File: src/rtl/nec_pkg.sv
// ----------------------------------------------------------------------------
// nec_pkg
//   Shared definitions for the NEC key filter slice:
//     - bit positions of the four NEC bytes inside the decoder shift register
//     - key event layout pushed into the FIFO ({rep, addr16, cmd8})
//     - repeat-window state encoding
//     - rev8(): byte bit-reversal (NEC sends each byte LSB first, the decoder
//       shifts MSB first, so every byte arrives mirrored)
// ----------------------------------------------------------------------------
package nec_pkg;

    localparam int ADDR_MSB  = 31;
    localparam int NADDR_MSB = 23;
    localparam int CMD_MSB   = 15;
    localparam int NCMD_MSB  = 7;

    typedef struct packed {
        logic        rep;
        logic [15:0] addr;
        logic [7:0]  cmd;
    } key_event_t;

    localparam int KEY_W = $bits(key_event_t);

    typedef enum logic {
        S_IDLE = 1'b0,
        S_HELD = 1'b1
    } rep_state_t;

    function automatic logic [7:0] rev8(input logic [7:0] b);
        logic [7:0] r;
        for (int i = 0; i < 8; i++) begin
            r[i] = b[7-i];
        end
        return r;
    endfunction

endpackage

File: src/rtl/nec_key_fifo.sv
// ----------------------------------------------------------------------------
// nec_key_fifo
//   Synchronous first-word-fall-through FIFO for key events.
//   Ports:
//     clk, rst        clock, synchronous active-high reset (flushes the FIFO)
//     push_i, din_i   write request and data; ignored when full unless a pop
//                     happens in the same cycle
//     full_o          FIFO holds DEPTH entries
//     pop_i           remove head (ignored when empty)
//     dout_o          head entry, forced to 0 while empty
//     empty_o         no entries
//   DEPTH must be a power of two so the pointers wrap naturally.
// ----------------------------------------------------------------------------
module nec_key_fifo #(
    parameter int WIDTH = 25,
    parameter int DEPTH = 4
) (
    input  logic             clk,
    input  logic             rst,
    input  logic             push_i,
    input  logic [WIDTH-1:0] din_i,
    output logic             full_o,
    input  logic             pop_i,
    output logic [WIDTH-1:0] dout_o,
    output logic             empty_o
);

    localparam int AW = $clog2(DEPTH);

    logic [WIDTH-1:0] mem_q [DEPTH];
    logic [AW-1:0]    wr_ptr_q;
    logic [AW-1:0]    rd_ptr_q;
    logic [AW:0]      count_q;
    logic             do_push;
    logic             do_pop;

    assign full_o  = (count_q == (AW+1)'(DEPTH));
    assign empty_o = (count_q == '0);
    assign do_pop  = pop_i && !empty_o;
    // A pop in the same cycle frees the slot the push needs.
    assign do_push = push_i && (!full_o || do_pop);

    generate
        for (genvar gi = 0; gi < DEPTH; gi++) begin : g_entry
            always_ff @(posedge clk) begin
                if (do_push && (wr_ptr_q == AW'(gi))) begin
                    mem_q[gi] <= din_i;
                end
            end
        end
    endgenerate

    always_ff @(posedge clk) begin
        if (rst) begin
            wr_ptr_q <= '0;
            rd_ptr_q <= '0;
            count_q  <= '0;
        end else begin
            if (do_push) begin
                wr_ptr_q <= wr_ptr_q + AW'(1);
            end
            if (do_pop) begin
                rd_ptr_q <= rd_ptr_q + AW'(1);
            end
            case ({do_push, do_pop})
                2'b10:   count_q <= count_q + 1'b1;
                2'b01:   count_q <= count_q - 1'b1;
                default: count_q <= count_q;
            endcase
        end
    end

    assign dout_o = empty_o ? '0 : mem_q[rd_ptr_q];

endmodule

File: src/rtl/nec_key_filter.sv
// ----------------------------------------------------------------------------
// nec_key_filter
//   Sits behind the NEC pulse-distance decoder. Detects rising edges of the
//   decoder's load and repeat levels, validates the inversion bytes of a
//   frame, bit-reverses the fields and qualifies repeat codes against a
//   timed window. Accepted key events are buffered in nec_key_fifo and
//   presented with a valid/ready handshake.
//   Ports:
//     clk, rst      clock, synchronous active-high reset
//     frame_data    decoder shift register, MSB = first received bit
//     frame_load    decoder load level (rising edge = new frame)
//     frame_rep     decoder repeat level (rising edge = repeat code)
//     key_valid     FIFO head valid
//     key_ready     consumer takes the head when key_valid & key_ready
//     key_addr      16-bit address of head event
//     key_cmd       command of head event
//     key_repeat    head event came from a repeat code
//     err_count     saturating count of frames failing the inversion check
//     ovf_count     saturating count of events dropped on a full FIFO
//   Configuration macro: NEC_EXT_ADDR_EN
//     defined   -> extended NEC: second byte is the address high byte and
//                  only the command inversion is checked
//     undefined -> address high byte 0, both inversions checked
// ----------------------------------------------------------------------------
module nec_key_filter
    import nec_pkg::*;
#(
    parameter int FIFO_DEPTH    = 4,
    parameter int CLK_PER_MS    = 1000,
    parameter int REP_WINDOW_MS = 120,
    parameter int REP_SKIP      = 0
) (
    input  logic        clk,
    input  logic        rst,
    input  logic [31:0] frame_data,
    input  logic        frame_load,
    input  logic        frame_rep,
    output logic        key_valid,
    input  logic        key_ready,
    output logic [15:0] key_addr,
    output logic [7:0]  key_cmd,
    output logic        key_repeat,
    output logic [7:0]  err_count,
    output logic [7:0]  ovf_count
);

    localparam int         WIN_CYCLES = REP_WINDOW_MS * CLK_PER_MS;
    localparam int         TW         = $clog2(WIN_CYCLES + 1);
    localparam logic [3:0] SKIP_N     = 4'(REP_SKIP);

    // ---------------- edge detection ----------------
    // History regs reset to 1 so a level already high out of reset is not
    // mistaken for a new event.
    logic        load_prev_q;
    logic        rep_prev_q;
    logic        load_evt_q;
    logic        rep_evt_q;
    logic [31:0] data_q;
    logic        load_rise;
    logic        rep_rise;

    assign load_rise = frame_load & ~load_prev_q;
    assign rep_rise  = frame_rep & ~rep_prev_q;

    always_ff @(posedge clk) begin
        if (rst) begin
            load_prev_q <= 1'b1;
            rep_prev_q  <= 1'b1;
            load_evt_q  <= 1'b0;
            rep_evt_q   <= 1'b0;
            data_q      <= '0;
        end else begin
            load_prev_q <= frame_load;
            rep_prev_q  <= frame_rep;
            load_evt_q  <= load_rise;
            // A frame arriving together with a repeat wins; the repeat is lost.
            rep_evt_q   <= rep_rise & ~load_rise;
            if (load_rise) begin
                data_q <= frame_data;
            end
        end
    end

    // ---------------- frame check ----------------
    logic [7:0]  f_a;
    logic [7:0]  f_na;
    logic [7:0]  f_c;
    logic [7:0]  f_nc;
    logic [15:0] f_addr;
    logic        frame_ok;

    assign f_a  = rev8(data_q[ADDR_MSB  -: 8]);
    assign f_na = rev8(data_q[NADDR_MSB -: 8]);
    assign f_c  = rev8(data_q[CMD_MSB   -: 8]);
    assign f_nc = rev8(data_q[NCMD_MSB  -: 8]);

`ifdef NEC_EXT_ADDR_EN
    assign f_addr   = {f_na, f_a};
    assign frame_ok = (f_c == ~f_nc);
`else
    assign f_addr   = {8'h00, f_a};
    assign frame_ok = (f_c == ~f_nc) && (f_a == ~f_na);
`endif

    // ---------------- repeat window FSM ----------------
    rep_state_t  state_q;
    logic [TW-1:0] timer_q;
    logic [3:0]  rep_cnt_q;
    logic [23:0] last_q;
    logic        rep_take;

    assign rep_take = rep_evt_q && (state_q == S_HELD);

    always_ff @(posedge clk) begin
        if (rst) begin
            state_q   <= S_IDLE;
            timer_q   <= '0;
            rep_cnt_q <= '0;
            last_q    <= '0;
        end else begin
            // Window countdown; an accepted frame/repeat below overrides it.
            if (state_q == S_HELD) begin
                if (timer_q <= TW'(1)) begin
                    state_q <= S_IDLE;
                    timer_q <= '0;
                end else begin
                    timer_q <= timer_q - 1'b1;
                end
            end
            if (load_evt_q && frame_ok) begin
                state_q   <= S_HELD;
                timer_q   <= TW'(WIN_CYCLES);
                rep_cnt_q <= '0;
                last_q    <= {f_addr, f_c};
            end else if (rep_take) begin
                state_q <= S_HELD;
                timer_q <= TW'(WIN_CYCLES);
                if (rep_cnt_q < SKIP_N) begin
                    rep_cnt_q <= rep_cnt_q + 1'b1;
                end
            end
        end
    end

    // ---------------- push request ----------------
    logic       push_req;
    key_event_t push_ev;

    always_comb begin
        push_req = 1'b0;
        push_ev  = '0;
        if (load_evt_q) begin
            push_req     = frame_ok;
            push_ev.rep  = 1'b0;
            push_ev.addr = f_addr;
            push_ev.cmd  = f_c;
        end else if (rep_take && (rep_cnt_q >= SKIP_N)) begin
            push_req                  = 1'b1;
            push_ev.rep               = 1'b1;
            {push_ev.addr, push_ev.cmd} = last_q;
        end
    end

    // ---------------- FIFO ----------------
    logic             fifo_full;
    logic             fifo_empty;
    logic             fifo_pop;
    logic [KEY_W-1:0] fifo_dout;
    key_event_t       head_ev;

    assign fifo_pop = ~fifo_empty & key_ready;

    nec_key_fifo #(
        .WIDTH (KEY_W),
        .DEPTH (FIFO_DEPTH)
    ) u_fifo (
        .clk     (clk),
        .rst     (rst),
        .push_i  (push_req),
        .din_i   (push_ev),
        .full_o  (fifo_full),
        .pop_i   (fifo_pop),
        .dout_o  (fifo_dout),
        .empty_o (fifo_empty)
    );

    assign head_ev    = key_event_t'(fifo_dout);
    assign key_valid  = ~fifo_empty;
    assign key_addr   = head_ev.addr;
    assign key_cmd    = head_ev.cmd;
    assign key_repeat = head_ev.rep;

    // ---------------- status counters ----------------
    logic [7:0] err_count_q;
    logic [7:0] ovf_count_q;

    always_ff @(posedge clk) begin
        if (rst) begin
            err_count_q <= '0;
            ovf_count_q <= '0;
        end else begin
            if (load_evt_q && !frame_ok && (err_count_q != 8'hFF)) begin
                err_count_q <= err_count_q + 1'b1;
            end
            // Dropped only when full and no simultaneous pop makes room.
            if (push_req && fifo_full && !fifo_pop && (ovf_count_q != 8'hFF)) begin
                ovf_count_q <= ovf_count_q + 1'b1;
            end
        end
    end

    assign err_count = err_count_q;
    assign ovf_count = ovf_count_q;

endmodule

File: config.mk
export PLATFORM = sky130hd
export DESIGN_NAME = nec_key_filter
export DESIGN_NICKNAME = d
export VERILOG_FILES = /design/src/rtl/nec_pkg.sv /design/src/rtl/nec_key_fifo.sv /design/src/rtl/nec_key_filter.sv
export SDC_FILE = /design/constraint.sdc
export NUM_CORES = 1
export LEC_CHECK = 0
export CAP_MARGIN = 10
export CORE_ASPECT_RATIO = 0.6
export CORE_MARGIN = 4
export CORE_UTILIZATION = 60
export CTS_CLUSTER_SIZE = 24
export DETAILED_ROUTE_END_ITERATION = 16
export PLACE_DENSITY = 0.85
export SYNTH_ARGS = -nofsm -noshare
export SYNTH_HDL_FRONTEND = slang
export SYNTH_SLANG_ARGS = --single-unit
File: constraint.sdc
create_clock -name clk -period 4.5 [get_ports clk]
set_clock_uncertainty 0.1 [all_clocks]
set_input_delay 0.9 -clock clk [delete_from_list [all_inputs] [get_ports clk]]
set_output_delay 0.9 -clock clk [all_outputs]
set_load 0.02 [all_outputs]
==> metrics.cfg, run 1 <==
[floorplanning]
coreArea_mm2=0.01141
die_w_um=148.4
die_h_um=92.26
dieArea_mm2=0.01369
ios=79
placementRows=30
start_util_pct=62.21

[yosys]
synthArstFlopShare_pct=0
syn_inst=700
ys.flop_type=dfxtp_1
ys_seq_area_share_pct=55.55
synth_largest_area_cell=edfxtp_1
yosys-top-cells-count=132 x nand2_1, 95 x dfxtp_1, 68 x edfxtp_1, 64 x a21oi_1, 43 x nor2_1
synth.most_common_cell=nand2_1
synth_area_leaders=edfxtp_1 29%, dfxtp_1 27%, nand2_1 7.0%
synth-edff-count=68
synth.distinct_cells=49
synth-seq-cells=163
yosysWarnings=0
synthDominantCellAreaShare_pct=28.76
avgSynthCellArea_um2=10.14
netlist_area_mm2=0.007099

[placed_design]
dpl.hpwl_um=10320
dpl_cell_area_mm2=0.007838
dp.cells=890
port_buffers=70
routabilityCongestion=0.8270

[status]
status=complete, no violations

[worst_setup_path]
path_class=in2reg
r2r_setup_slack_ns=1.29
cp-end-kind=flop
startpoint_type=primary input
arrival_ns=3.98
cp.required_ns=4.76
path_max_fanout=12

[layout]
area_delta_synth_final_pct=18.26
diodes=0
fin_area_mm2=0.008396
drive_gt1_share_pct=9.449
nets=795
final_cells=922

[global_routing]
antenna_found_initial=0
grt.overflow.total=0
grt_pass1_vias=5043
grt_pass1_wl_um=25970
grt_max_degree=56
grt_usage_pct=24.23

[sta]
max_slew_margin_pct=20.30
max_slew.worst_pin.slew_ns=1.196
slew_violations=0
fmax_mhz=268.2
hold_violations=0
rsz0062_at_grt=false
min_period_ns=3.728
setup_viol=0
min_period_over_period_pct=82.84
finalSetupTns_ns=0

[cts]
numCtsBuffers=17
root_buffer=clkbuf_16
clock_path_buffers=2
clock-sinks=163
cts_resized=0
htreeDepth=4
post_cts_buffers=0
cts.clk_slew.worst_paths_ns=0.07
cts_tree=done
hold_buffers=0
insertion_delay_ns=0.43

[pwr]
design_power_total_mw=3.928
vdd_drop_max_uv=352.1
p_leak_nw=2.929
p_per_area_mw_per_mm2=467.8

[detailed_routing]
antenna_left=0
drt_pre_antenna_iters=5
routed_wl_um=16160
drc=0
vias_per_cell=5.828
wl_per_cell_um=17.53
drtIter0Drc=471
via_count=5373

[job]
drv_cap=0

[worst_hold_path]
hold_path.class=reg2reg

[flip-flops by register name (all words and copies together), names as in the netlist, 2 cells and up, named ones only]
name	count
u_fifo.mem_q	68
data_q	32
timer_q	17
last_q	16
err_count	8
ovf_count	8
u_fifo.count_q	3
u_fifo.rd_ptr_q	2
u_fifo.wr_ptr_q	2
[critical path, stage by stage]
cell,delay [ns]
clkdlybuf4s50_1,0.46
nor4b_1,0.94
o21ai_0,0.71
or3_1,0.52
or3_1,0.31
a21oi_1,0.13
[area by class of cell]
class / count / area [um2]
multi-input combinational: 482 / 2919
timing repair buffer: 76 / 740.7
tap: 160 / 200.2
fill: 766 / 3015
clock buffer: 17 / 425.4
sequential: 163 / 3944
inverter: 9 / 33.78
clock inverter: 15 / 132.6
[placed cells by master, fill, tap and decap left out, types with 4 or more instances in the layout]
cell,Yosys,routed
nand2_1,132,132
dfxtp_1,95,95
clkdlybuf4s50_1,0,69
edfxtp_1,68,68
a21oi_1,64,64
nor2_1,43,43
o21ai_0,40,40
nand3_1,23,23
and2_1,22,22
xor2_1,17,17
mux4_2,17,17
clkbuf_16,0,17
nor3_1,11,11
inv_1,9,9
or3_1,9,9
xnor2_1,9,9
nor4_1,8,8
ha_1,8,8
conb_1,1,8
nor2b_1,8,7
inv_6,0,7
nand4_1,6,6
buf_4,8,6
or2_2,5,5
a31oi_1,5,5
mux2_2,5,5
nand2b_1,4,4
or4_1,4,4
a22oi_1,4,4
[final timing paths]
| path | start | to | depth (start not counted) |
|---|---|---|---|
| worst max-delay path | key_ready | ovf_count[6] | 6 |
| worst min-delay path | rep_prev_q | rep_evt_q | 1 |
| worst max register to register | u_fifo.count_q[2] | ovf_count[6] | 5 |
| worst min register to register | rep_prev_q | rep_evt_q | 1 |
[report_power, final]
part           switching [mW]  internal [mW]  leakage, nW
sequential             0.0422           1.56         1.45
clock                   0.644          0.729        0.268
combinational           0.490          0.465         1.21
[per-layer routing]
metal | share of wire [%] | vias to the layer above | GRT usage (%)
met5 | 0 | - | 0
met4 | 2.3 | 0 | 9.762
met3 | 7.4 | 38 | 4.938
met2 | 46 | 243 | 36.38
met1 | 45 | 2550 | 34.60
li1 | - | 2542 | -
[logic make-up (layout without fill, tap and decap cells)]
group / after synthesis / count (layout) / share of synthesized area (%)
buffers and inverters: 62 / 117 / 3.736
multiplexers: 24 / 24 / 6.468
AO/OA/AOI/OAI: 126 / 126 / 9.658
adder cells (fa/ha/maj): 9 / 9 / 1.692
AND/OR/NAND/NOR: 289 / 289 / 19.63
XOR/XNOR: 26 / 26 / 3.208
other: 1 / 8 / 0.05282
flip-flops: 163 / 163 / 55.55
[metrics by stage]
step                worst slack (ns)  utilization, %  hold slack (ns)
finish                        0.7721           73.57           0.2959
global route                  0.4422           73.57           0.3117
CTS                           0.8745           73.57           0.3010
detailed placement            0.5595           68.68           0.2879
global placement              0.7189           68.68           0.2806
floorplan                      1.456               -           0.2743
Note: power is estimated with default switching activity, not from simulation.
==> inputs of run 2 (changes only) <==
Settings changed: CORE_UTILIZATION 60 to 56, PLACE_DENSITY 0.85 to 0.8.
Clock period 4.5 ns to 3.6 ns, I/O delays scaled along.
==> metrics.cfg, run 2 (synthesis gave the netlist of run 1 again) <==
[cts]
cts.clk_slew.worst_paths_ns=0.07
hold_buffers=0
cts_tree=done
htreeDepth=4
clock-sinks=163
post_cts_buffers=0
root_buffer=clkbuf_16
cts_resized=0
insertion_delay_ns=0.42
clock_path_buffers=2
numCtsBuffers=17

[layout]
final_cells=934
final_util_pct=69.52
largest_register=u_fifo.mem_q
final_cell_mix=132 x nand2_1, 95 x dfxtp_1, 69 x clkdlybuf4s50_1
diodes=0
largest_reg_flops=68
area_delta_synth_final_pct=19.65
nets=802
fin_area_mm2=0.008494
n_fill_cell=885
top_regs=u_fifo.mem_q (68), data_q (32), timer_q (17)
drive_gt1_share_pct=10.27
final_common_cell=nand2_1

[worst_hold_path]
hold_path.class=reg2reg
whs_path_depth=1

[placed_design]
dpl.hpwl_um=10330
routabilityCongestion=0.7964
post-place-ws_ns=0.4443
dpl_cell_area_mm2=0.007896
port_buffers=70
dp.cells=902

[detailed_routing]
drt_pre_antenna_iters=5
antenna_left=0
wl_per_cell_um=16.51
routed_wl_um=15430
drc=0
via_count=5298
drtIter0Drc=392
vias_per_cell=5.672

[pwr]
p_leak_nw=2.930
vdd_drop_max_uv=292.8
comb_power_share_pct=24.2
p_sw_share_pct=29.74
design_power_total_mw=5.031
p_per_area_mw_per_mm2=592.2
clkPwrFrac_pct=36.3
p_seq_share_pct=39.5
p_int_mw=3.534
p_sw_mw=1.496

[sta]
min_period_over_period_pct=87.75
fin_ws_ns=0.4411
setup_viol=0
max_slew_margin_pct=21.23
holdWs_ns=0.2986
fmax_mhz=316.6
min_period_ns=3.159
finalSetupTns_ns=0
max_slew.worst_pin.slew_ns=1.169
rsz0062_at_grt=false
hold_violations=0
slew_violations=0

[worst_setup_path]
reg2reg_depth=6
critPathTopFamily=buffers and inverters
slowest_stage=mux4_2
path_max_fanout=17
arrival_ns=2.34
worst-path-stages=4
cpPeakStageDelay_ns=0.56
cp-end-kind=primary output
cp.buffers_inverters=2
cp.required_ns=2.78
path_class=reg2out
path_cells=buf_4, mux4_2, and2_1, clkdlybuf4s50_1
startpoint_type=flop

[floorplanning]
coreArea_mm2=0.01222
die_h_um=95.22
ios=79
dieArea_mm2=0.01460
start_util_pct=58.11
die_w_um=153.4
placementRows=31

[global_routing]
grt_pass1_wl_um=25150
grt_max_degree=56
antenna_found_initial=0
grt_usage_pct=21.77
grt_pass1_vias=4926
grt.overflow.total=0

[job]
drv_cap=0

[status]
status=complete, no violations

## run 2: power by group through the flow
stage	Combinational, mW	Sequential, mW	Clock, mW
floorplan	0.704	2.02	0
global placement	1.19	2.02	0
detailed placement	1.23	2.03	0
CTS	1.23	1.99	1.84
global route	1.29	2.00	1.94
finish	1.22	1.99	1.82
## run 2: per-layer routing
| metal | global-route usage, % | wire length [um] | vias up | part of all wire, % |
|---|---|---|---|---|
| met5 | 0 | 0 | - | 0 |
| met4 | 7.201 | 203 | 0 | 1.3 |
| met3 | 4.717 | 1028 | 18 | 6.7 |
| met2 | 32.65 | 6839 | 197 | 44 |
| met1 | 31.85 | 7353 | 2517 | 48 |
| li1 | - | - | 2566 | - |
## run 2: path summary, 6_finish.rpt
path,to,from,slack (ns)
max,key_cmd[6],flop,0.44
min,rep_evt_q,rep_prev_q,0.30
min reg2reg,rep_evt_q,rep_prev_q,0.30
max reg2reg,u_fifo.mem_q[3][4],data_q[31],0.76
## run 2: cell type report
type	instances	area, um2	share of cell area [%]
clock buffers	17	425.4	5.008
multi-input cells	482	2919	34.36
inverters	9	33.78	0.3977
well taps	165	206.4	2.430
clock inverters	15	172.7	2.033
flip-flops and latches	163	3944	46.43
repair buffers	83	793.3	9.339
## run 2: worst reg2reg max path, delay by kind of cell (launching register included)
family / cells / cell delay [ns]
DFF: 1 / 0.40
AOI/OAI and AO/OA: 1 / 0.18
and+or+nand+nor: 4 / 1.58
xor gates and xnor gates: 1 / 0.20
==> inputs of run 3 (changes only) <==
Settings changed: SLEW_MARGIN set to 10.
==> results of run 3 <==
Final layout, timing and power as in run 2 (identical DEF).
